==> config.mk <==
export PLATFORM = sky130hd
export DESIGN_NAME = wb_stage_flat
export DESIGN_NICKNAME = d
export VERILOG_FILES = /design/src/rtl/wb_stage_pkg.sv /design/src/rtl/wb_stage_if.sv /design/src/rtl/wb_stage_load_align.sv /design/src/rtl/wb_stage.sv /design/src/flat_wrapper.sv
export SDC_FILE = /design/constraint.sdc
export NUM_CORES = 1
export LEC_CHECK = 0
export CORE_MARGIN = 1.5
export CORE_UTILIZATION = 48
export CTS_BUF_LIST = sky130_fd_sc_hd__clkbuf_2
export DETAILED_ROUTE_END_ITERATION = 7
export PLACE_DENSITY = 0.89
export SETUP_SLACK_MARGIN = 0.4
export SLEW_MARGIN = 15
export SYNTH_ARGS = -nofsm -noshare
export SYNTH_HDL_FRONTEND = slang
export SYNTH_SLANG_ARGS = --single-unit
==> constraint.sdc <==
create_clock -name CLK -period 7.5 [get_ports CLK]
set_clock_uncertainty 0.1 [all_clocks]
set_input_delay 1.125 -clock CLK [delete_from_list [all_inputs] [get_ports CLK]]
set_output_delay 1.125 -clock CLK [all_outputs]
set_load 0.01 [all_outputs]
==> src/rtl/wb_stage_pkg.sv <==
// Shared constants for the write-back / memory-access stage: opcodes, the
// state encoding and the datapath widths.
package wb_stage_pkg;
   localparam int DATA_W   = 32;
   localparam int REGADR_W = 5;

   localparam logic [5:0] OP_RTYPE = 6'h00;
   localparam logic [5:0] OP_JAL   = 6'h03;
   localparam logic [5:0] OP_LB    = 6'h20;
   localparam logic [5:0] OP_LH    = 6'h21;
   localparam logic [5:0] OP_LW    = 6'h23;
   localparam logic [5:0] OP_LBU   = 6'h24;
   localparam logic [5:0] OP_LHU   = 6'h25;
   localparam logic [5:0] OP_SB    = 6'h28;
   localparam logic [5:0] OP_SH    = 6'h29;
   localparam logic [5:0] OP_SW    = 6'h2B;
   localparam logic [5:0] FN_JR    = 6'h08;

   typedef enum logic [1:0] {
      ST_IDLE     = 2'd0,
      ST_MEM_WAIT = 2'd1,
      ST_WRITE    = 2'd2
   } state_e;

   function automatic logic is_load_op(input logic [5:0] op);
      return (op == OP_LB) || (op == OP_LH) || (op == OP_LW) ||
             (op == OP_LBU) || (op == OP_LHU);
   endfunction

   function automatic logic is_store_op(input logic [5:0] op);
      return (op == OP_SB) || (op == OP_SH) || (op == OP_SW);
   endfunction
endpackage

==> src/rtl/wb_stage_if.sv <==
// Data-memory req/ack bus between the write-back stage (master) and memory.
interface wb_stage_if;
   import wb_stage_pkg::*;

   logic              MemReq;
   logic              MemWe;
   logic [DATA_W-1:0] MemAdr;
   logic [DATA_W-1:0] MemWdata;
   logic [3:0]        MemBe;
   logic              MemAck;
   logic [DATA_W-1:0] MemRdata;

   modport master (output MemReq, MemWe, MemAdr, MemWdata, MemBe,
                   input  MemAck, MemRdata);
   modport slave  (input  MemReq, MemWe, MemAdr, MemWdata, MemBe,
                   output MemAck, MemRdata);
endinterface

==> src/rtl/wb_stage_load_align.sv <==
// Picks the addressed byte/halfword out of a little-endian load word and
// sign- or zero-extends it according to the load opcode.
module wb_stage_load_align
   import wb_stage_pkg::*;
(
   input  logic [DATA_W-1:0] rdata,
   input  logic [1:0]        lane,
   input  logic [5:0]        opcode,
   output logic [DATA_W-1:0] data
);
   logic [7:0]  byte_sel;
   logic [15:0] half_sel;

   always_comb begin
      byte_sel = 8'h00;
      case (lane)
         2'd0:    byte_sel = rdata[7:0];
         2'd1:    byte_sel = rdata[15:8];
         2'd2:    byte_sel = rdata[23:16];
         default: byte_sel = rdata[31:24];
      endcase
      half_sel = lane[1] ? rdata[31:16] : rdata[15:0];

      data = rdata;
      case (opcode)
         OP_LB:   data = {{24{byte_sel[7]}}, byte_sel};
         OP_LBU:  data = {24'h000000, byte_sel};
         OP_LH:   data = {{16{half_sel[15]}}, half_sel};
         OP_LHU:  data = {16'h0000, half_sel};
         default: data = rdata;
      endcase
   end
endmodule

==> src/rtl/wb_stage.sv <==
// Write-back / memory-access stage: performs loads and stores over the req/ack
// bus and produces the register-file write triple (Wdata, Wadr, Wen).
module wb_stage
   import wb_stage_pkg::*;
(
   input  logic                CLK,
   input  logic                RST,
   input  logic                InValid,
   output logic                InReady,
   input  logic [5:0]          Opcode,
   input  logic [5:0]          Funct,
   input  logic [REGADR_W-1:0] DstAdr,
   input  logic [DATA_W-1:0]   AluResult,
   input  logic [DATA_W-1:0]   StoreData,
   input  logic [DATA_W-1:0]   Pc4,
   wb_stage_if.master          mem,
   output logic [DATA_W-1:0]   Wdata,
   output logic [REGADR_W-1:0] Wadr,
   output logic                Wen,
   output logic                AlignExc
);
   state_e                state_q, state_d;
   logic [5:0]            opcode_q, opcode_d;
   logic [1:0]            lane_q, lane_d;
   logic                  we_q, we_d;
   logic [DATA_W-1:0]     adr_q, adr_d;
   logic [DATA_W-1:0]     mwdata_q, mwdata_d;
   logic [3:0]            be_q, be_d;
   logic [DATA_W-1:0]     wdata_q, wdata_d;
   logic [REGADR_W-1:0]   wadr_q, wadr_d;
   logic                  wen_q, wen_d;
   logic                  align_exc_q, align_exc_d;
   logic [DATA_W-1:0]     load_data;
   logic                  is_ld, is_st, misaligned, alu_write;

   wb_stage_load_align u_load_align (
      .rdata  (mem.MemRdata),
      .lane   (lane_q),
      .opcode (opcode_q),
      .data   (load_data)
   );

   always_comb begin
      state_d     = state_q;
      opcode_d    = opcode_q;
      lane_d      = lane_q;
      we_d        = we_q;
      adr_d       = adr_q;
      mwdata_d    = mwdata_q;
      be_d        = be_q;
      wdata_d     = wdata_q;
      wadr_d      = wadr_q;
      wen_d       = wen_q;
      align_exc_d = 1'b0;

      is_ld      = is_load_op(Opcode);
      is_st      = is_store_op(Opcode);
      misaligned = (((Opcode == OP_LH) || (Opcode == OP_LHU) || (Opcode == OP_SH)) && AluResult[0]) ||
                   (((Opcode == OP_LW) || (Opcode == OP_SW)) && (AluResult[1:0] != 2'b00));
      // I-type ALU ops occupy opcodes 08h..0Fh.
      alu_write  = ((Opcode == OP_RTYPE) && (Funct != FN_JR)) || (Opcode[5:3] == 3'b001);

      case (state_q)
         ST_IDLE: begin
            if (InValid) begin
               if ((is_ld || is_st) && misaligned) begin
                  align_exc_d = 1'b1;
               end else if (is_ld || is_st) begin
                  state_d  = ST_MEM_WAIT;
                  opcode_d = Opcode;
                  lane_d   = AluResult[1:0];
                  we_d     = is_st;
                  adr_d    = {AluResult[31:2], 2'b00};
                  wadr_d   = DstAdr;
                  wen_d    = (DstAdr != '0);
                  be_d     = 4'b1111;
                  mwdata_d = '0;
                  case (Opcode)
                     OP_SB: begin
                        be_d     = 4'b0001 << AluResult[1:0];
                        mwdata_d = {4{StoreData[7:0]}};
                     end
                     OP_SH: begin
                        be_d     = AluResult[1] ? 4'b1100 : 4'b0011;
                        mwdata_d = {2{StoreData[15:0]}};
                     end
                     OP_SW:   mwdata_d = StoreData;
                     default: mwdata_d = '0;
                  endcase
               end else if ((Opcode == OP_JAL) || alu_write) begin
                  state_d = ST_WRITE;
                  wdata_d = (Opcode == OP_JAL) ? Pc4 : AluResult;
                  wadr_d  = DstAdr;
                  wen_d   = (DstAdr != '0);
               end
            end
         end
         ST_MEM_WAIT: begin
            if (mem.MemAck) begin
               if (we_q) begin
                  state_d = ST_IDLE;
               end else begin
                  state_d = ST_WRITE;
                  wdata_d = load_data;
               end
            end
         end
         ST_WRITE: state_d = ST_IDLE;
         default:  state_d = ST_IDLE;
      endcase
   end

   always_ff @(posedge CLK or posedge RST) begin
      if (RST) begin
         state_q     <= ST_IDLE;
         opcode_q    <= '0;
         lane_q      <= '0;
         we_q        <= 1'b0;
         adr_q       <= '0;
         mwdata_q    <= '0;
         be_q        <= '0;
         wdata_q     <= '0;
         wadr_q      <= '0;
         wen_q       <= 1'b0;
         align_exc_q <= 1'b0;
      end else begin
         state_q     <= state_d;
         opcode_q    <= opcode_d;
         lane_q      <= lane_d;
         we_q        <= we_d;
         adr_q       <= adr_d;
         mwdata_q    <= mwdata_d;
         be_q        <= be_d;
         wdata_q     <= wdata_d;
         wadr_q      <= wadr_d;
         wen_q       <= wen_d;
         align_exc_q <= align_exc_d;
      end
   end

   // Request is decoded straight from state so reset drops it without a clock.
   assign mem.MemReq   = (state_q == ST_MEM_WAIT);
   assign mem.MemWe    = we_q;
   assign mem.MemAdr   = adr_q;
   assign mem.MemWdata = mwdata_q;
   assign mem.MemBe    = be_q;
   assign InReady      = (state_q == ST_IDLE);
   assign Wen          = (state_q == ST_WRITE) && wen_q;
   assign Wdata        = wdata_q;
   assign Wadr         = wadr_q;
   assign AlignExc     = align_exc_q;
endmodule

==> src/flat_wrapper.sv <==
// flat-port wrapper written by rule: the top's interface ports become plain ports
module wb_stage_flat import wb_stage_pkg::*;
  (CLK, RST, InValid, InReady, Opcode, Funct, DstAdr, AluResult, StoreData, Pc4, Wdata, Wadr, Wen, AlignExc, mem_MemReq, mem_MemWe, mem_MemAdr, mem_MemWdata, mem_MemBe, mem_MemAck, mem_MemRdata);
  wb_stage_if mem_i ();
  input  logic CLK;
  input  logic RST;
  input  logic InValid;
  output logic InReady;
  input  logic [5:0] Opcode;
  input  logic [5:0] Funct;
  input  logic [REGADR_W-1:0] DstAdr;
  input  logic [DATA_W-1:0] AluResult;
  input  logic [DATA_W-1:0] StoreData;
  input  logic [DATA_W-1:0] Pc4;
  output logic [DATA_W-1:0] Wdata;
  output logic [REGADR_W-1:0] Wadr;
  output logic Wen;
  output logic AlignExc;
  output wire logic [$bits(mem_i.MemReq)-1:0] mem_MemReq;
  output wire logic [$bits(mem_i.MemWe)-1:0] mem_MemWe;
  output wire logic [$bits(mem_i.MemAdr)-1:0] mem_MemAdr;
  output wire logic [$bits(mem_i.MemWdata)-1:0] mem_MemWdata;
  output wire logic [$bits(mem_i.MemBe)-1:0] mem_MemBe;
  input wire logic [$bits(mem_i.MemAck)-1:0] mem_MemAck;
  input wire logic [$bits(mem_i.MemRdata)-1:0] mem_MemRdata;
  assign mem_MemReq = mem_i.MemReq;
  assign mem_MemWe = mem_i.MemWe;
  assign mem_MemAdr = mem_i.MemAdr;
  assign mem_MemWdata = mem_i.MemWdata;
  assign mem_MemBe = mem_i.MemBe;
  assign mem_i.MemAck = mem_MemAck;
  assign mem_i.MemRdata = mem_MemRdata;
  wb_stage u_core (.CLK(CLK), .RST(RST), .InValid(InValid), .InReady(InReady), .Opcode(Opcode), .Funct(Funct), .DstAdr(DstAdr), .AluResult(AluResult), .StoreData(StoreData), .Pc4(Pc4), .mem(mem_i), .Wdata(Wdata), .Wadr(Wadr), .Wen(Wen), .AlignExc(AlignExc));
endmodule
==> results.txt <==
----------------------------------------------------
[Timing]
  Rel. slew slack ... about 24%
  Setup repair after global routing missed its margin ... false
  Achievable clock frequency ... roughly 0.26 GHz
  Setup total negative slack ... 0 ps
  Worst path setup slack after routing ... roughly 3600 ps
  Worst hold slack ... between 300 and 400 ps
  Share of the cycle needed by the critical path after routing ... just over 50%
  Pins Over Slew Limit ... 0
  Pin slew with the least headroom to its limit ... between 1000 and 1500 ps
  Number of hold-slack violations in the final timing report ... 0
  Post-route minimum period ... 3890 ps
  Final setup violation count ... 0

[Synthesis]
  Cell accounting for the most synthesized area ... sky130_fd_sc_hd__dfrtp_1
  Synth warn ... 0
  Compound-gate portion of the synthesized area ... between 10% and 20%
  Sequential element share of the synthesized area ... a little under half
  Proportion of synthesized area in mux cells ... between 6 and 7%
  Combinational family with the most area after synthesis ... simple AND/OR/NAND/NOR gates
  Area share of the leading cell type in the synthesized netlist ... roughly 47%
  Number of synthesized flops with an enable pin ... 0
  Mean cell area of the mapped netlist ... between 8 and 9 um^2
  #FFs+latches synth ... ~120
  XOR/XNOR Fraction of Synth Area ... 0%
  Leading post-synthesis cells by cell area ... sky130_fd_sc_hd__dfrtp_1 (47%), sky130_fd_sc_hd__nand2_1 (14%), sky130_fd_sc_hd__mux2i_1 (4.1%), sky130_fd_sc_hd__nor2_1 (3.2%), sky130_fd_sc_hd__a32o_1 (2.4%)
  Post-synthesis adder-cell area fraction ... 0%
  Commonest cells in the netlist ... sky130_fd_sc_hd__nand2_1 (226), sky130_fd_sc_hd__dfrtp_1 (116), sky130_fd_sc_hd__nor2_1 (53)
  Fraction of registers with async set or reset after synthesis ... between 90% and 100%
  Number of distinct standard cells referenced by the synthesized netlist ... 55
  Area of the mapped netlist ... 0.00617 mm^2
  Library cell with the highest instance count after synthesis ... sky130_fd_sc_hd__nand2_1
  Mapped Cells ... ~710
  Post-Synth Simple-Gate Area ... 22.1%
  Dominant register cell in the synthesized netlist ... sky130_fd_sc_hd__dfrtp_1

[Clock tree]
  Post-CTS Setup Bufs ... 0
  TritonCTS clock tree ... done
  Source-to-sink clock delay at the later pin of the worst-skew pair ... about 700 ps
  CTS root buf ... sky130_fd_sc_hd__clkbuf_2
  CTS hold repair buffers ... 0
  Maximum level of the CTS H-tree ... 4
  Num Clock Sinks ... 116
  Number of buffers inserted during clock tree synthesis ... 17
  Clock transition time at the flip-flop clock pins of the worst setup and hold paths ... 170 ps
  Longest Clk Path Bufs ... 2
  Number of gates resized after cts ... 0

[Cells and area]
  Layout Nets ... approximately 1100
  Antenna diode count ... 0
  Number of fill cells in the layout ... around 960
  Multi-input logic area ... between 0.002 and 0.003 mm^2
  Proportion of layout cells with a drive suffix above 1 ... ~6.2%
  Area added between synthesis and finish ... 45.3%
  Area occupied by registers ... roughly 0.0029 mm^2

[Die]
  Die span in y ... roughly 120 um
  Floorplan core area ... 0.0126 mm^2
  Starting utilization of the core area ... 49.1%
  Number of top-level design ports ... around 260
  Chip width ... roughly 120 um
  Num rows ... just over 40
  Area enclosed by the die boundary ... about 0.014 mm^2

[GRT]
  GRT busiest layer ... met2
  Total global-route track usage ... between 30% and 40%
  Maximum number of pins on one net before global-route repair ... 88
  Met1 capacity usage during global routing ... around 35%
  Gr ovfl total ... 0
  Global routing met3 resource utilization ... under 10%
  Global routing met2 resource utilization ... between 40% and 50%
  Number of global-route vias before repair ... slightly below 6000
  First-pass GRT wire length ... slightly above 30000 um
  Initial antenna violation count ... 0

[Setup path]
  CP Launch Point ... u_core.state_q[1]$_DFFE_PP0P_
  Reg-to-reg critical path endpoint ... u_core.Wdata[9]$_DFFE_PP0P_
  FF-to-FF path depth ... 7
  Origin of the critical flop-to-flop path ... u_core.state_q[1]$_DFFE_PP0P_
  Startpoint kind of the worst setup timing path ... flip-flop
  Flop-to-flop setup slack ... 4490 ps
  Worst setup path category ... reg -> out
  Max Fanout on Critical Path ... 30
  Signal arrival time at the worst endpoint ... 2670 ps
  WP data required ... 6270 ps
  Last element of the critical path ... mem_MemReq
  Crit path capture type ... output pin

[Pwr]
  VDD IR max ... about 0.11 mV
  Power per unit of standard cell area ... 246 mW/mm^2
  Leakage power ... 3.88 nW
  Overall power of the completed layout ... 2.21 mW

[Route]
  Remaining routing DRC violations ... 0
  Total vias in the final route ... ~6300
  Violation count after the first detailed-route iteration ... between 600 and 700
  Routed len/inst ... 18.6 um
  Routed via count divided by cell count ... between 5 and 6
  Final antenna-violating net count ... 0
  Routed wire length ... roughly 21000 um
  First-pass iteration count of the detailed router ... 8

[Placed design]
  Buffers added on ports ... 256
  Pre-CTS WS ... approximately 3200 ps
  HPWL after detailed placement ... around 15000 um
  Final estimated routing congestion in global placement ... just under 0.9

[Min path]
  Type of the tightest min-delay check ... reg -> reg

[Outcome]
  Result of the run ... complete, no violations

[Flow run]
  Number of maximum-capacitance violations ... 0

----------------------------------------------------
kinds of logic after synthesis:
logic type / after synthesis
AO/OA/AOI/OAI: 163
buffers and inverters: 66
flip-flops: 116
multiplexers: 36
other: 1
AND/OR/NAND/NOR: 326
layer usage:
layer	vias to the layer above	share of wire [%]	wire length [um]
li1	2901	-	-
met1	2970	37	7750
met5	-	0	0
met3	77	10	2110
met4	0	5.6	1150
met2	370	47	9760
cell usage in the layout, fill, tap and decap left out, types with 6 or more instances in the layout:
cell type and count:
sky130_fd_sc_hd__o211ai_1 7, sky130_fd_sc_hd__a32o_1 15, sky130_fd_sc_hd__a21oi_1 15, sky130_fd_sc_hd__dfrtp_1 116
sky130_fd_sc_hd__a221o_1 8, sky130_fd_sc_hd__a22o_1 9, sky130_fd_sc_hd__nand2_1 226, sky130_fd_sc_hd__clkdlybuf4s50_1 256
sky130_fd_sc_hd__clkbuf_2 19, sky130_fd_sc_hd__o21ai_0 24, sky130_fd_sc_hd__nand3_1 6, sky130_fd_sc_hd__inv_1 6
sky130_fd_sc_hd__mux2_2 8, sky130_fd_sc_hd__nor2_1 53, sky130_fd_sc_hd__nand2b_1 13, sky130_fd_sc_hd__mux2i_1 25
sky130_fd_sc_hd__a31oi_1 12, sky130_fd_sc_hd__o31ai_1 8, sky130_fd_sc_hd__a221oi_1 16, sky130_fd_sc_hd__o21ai_1 22
stage by stage:
step                      utilization [%]  instance area, um^2  std cells
after CTS                            71.3                 8960       1115
after detailed placement             69.5                 8730       1084
final                                71.3                 8960       1115
after global routing                 71.3                 8960       1115
after global placement               69.5                 8730       1084
after floorplan                         -                 6170        709
worst min path at each step:
stage,startpoint,endpoint,slack [ps],cells after the start
2_1_floorplan,u_core.opcode_q[5]$_DFFE_PP0P_,u_core.opcode_q[5]$_DFFE_PP0P_,340,1
3_3_place_gp,u_core.mem.MemAdr[20]$_DFFE_PP0P_,u_core.mem.MemAdr[20]$_DFFE_PP0P_,360,2
3_5_place_dp,u_core.mem.MemAdr[5]$_DFFE_PP0P_,u_core.mem.MemAdr[5]$_DFFE_PP0P_,360,2
4_1_cts,u_core.mem.MemAdr[12]$_DFFE_PP0P_,u_core.mem.MemAdr[12]$_DFFE_PP0P_,400,2
5_1_grt,u_core.mem.MemAdr[23]$_DFFE_PP0P_,u_core.mem.MemAdr[23]$_DFFE_PP0P_,420,2
6_report,u_core.mem.MemAdr[27]$_DFFE_PP0P_,u_core.mem.MemAdr[27]$_DFFE_PP0P_,390,2
registers in the layout, summed over array words and instances (netlist names):
register and cells:
u_core.Wdata 32, u_core.mem.MemWdata 32, u_core.mem.MemAdr 30, u_core.opcode_q 6, u_core.Wadr 5, u_core.mem.MemBe 4, u_core.lane_q 2, u_core.state_q 2
u_core.AlignExc 1, u_core.mem.MemWe 1, u_core.wen_q 1
where the power goes:
| part | internal [mW] | switching (mW) |
|---|---|---|
| registers | 0.787 | 0.123 |
| clock network | 0.182 | 0.240 |
| logic | 0.488 | 0.388 |
critical path, cell delays in order, from the launching register on:
cell	delay (ps)
sky130_fd_sc_hd__dfrtp_1	470
sky130_fd_sc_hd__nand2b_1	190
sky130_fd_sc_hd__buf_4	260
sky130_fd_sc_hd__inv_1	400
sky130_fd_sc_hd__clkdlybuf4s50_1	630
area by class of cell:
class | count | share of cell area (%)
clock buffer | 19 | 1.06
clock inverter | 12 | 1.55
inverter | 8 | 0.363
multi-input combinational | 527 | 33.2
sequential | 116 | 32.4
tap | 172 | 2.40
timing repair buffer | 261 | 29.0
Note: power is estimated with default switching activity, not from simulation.
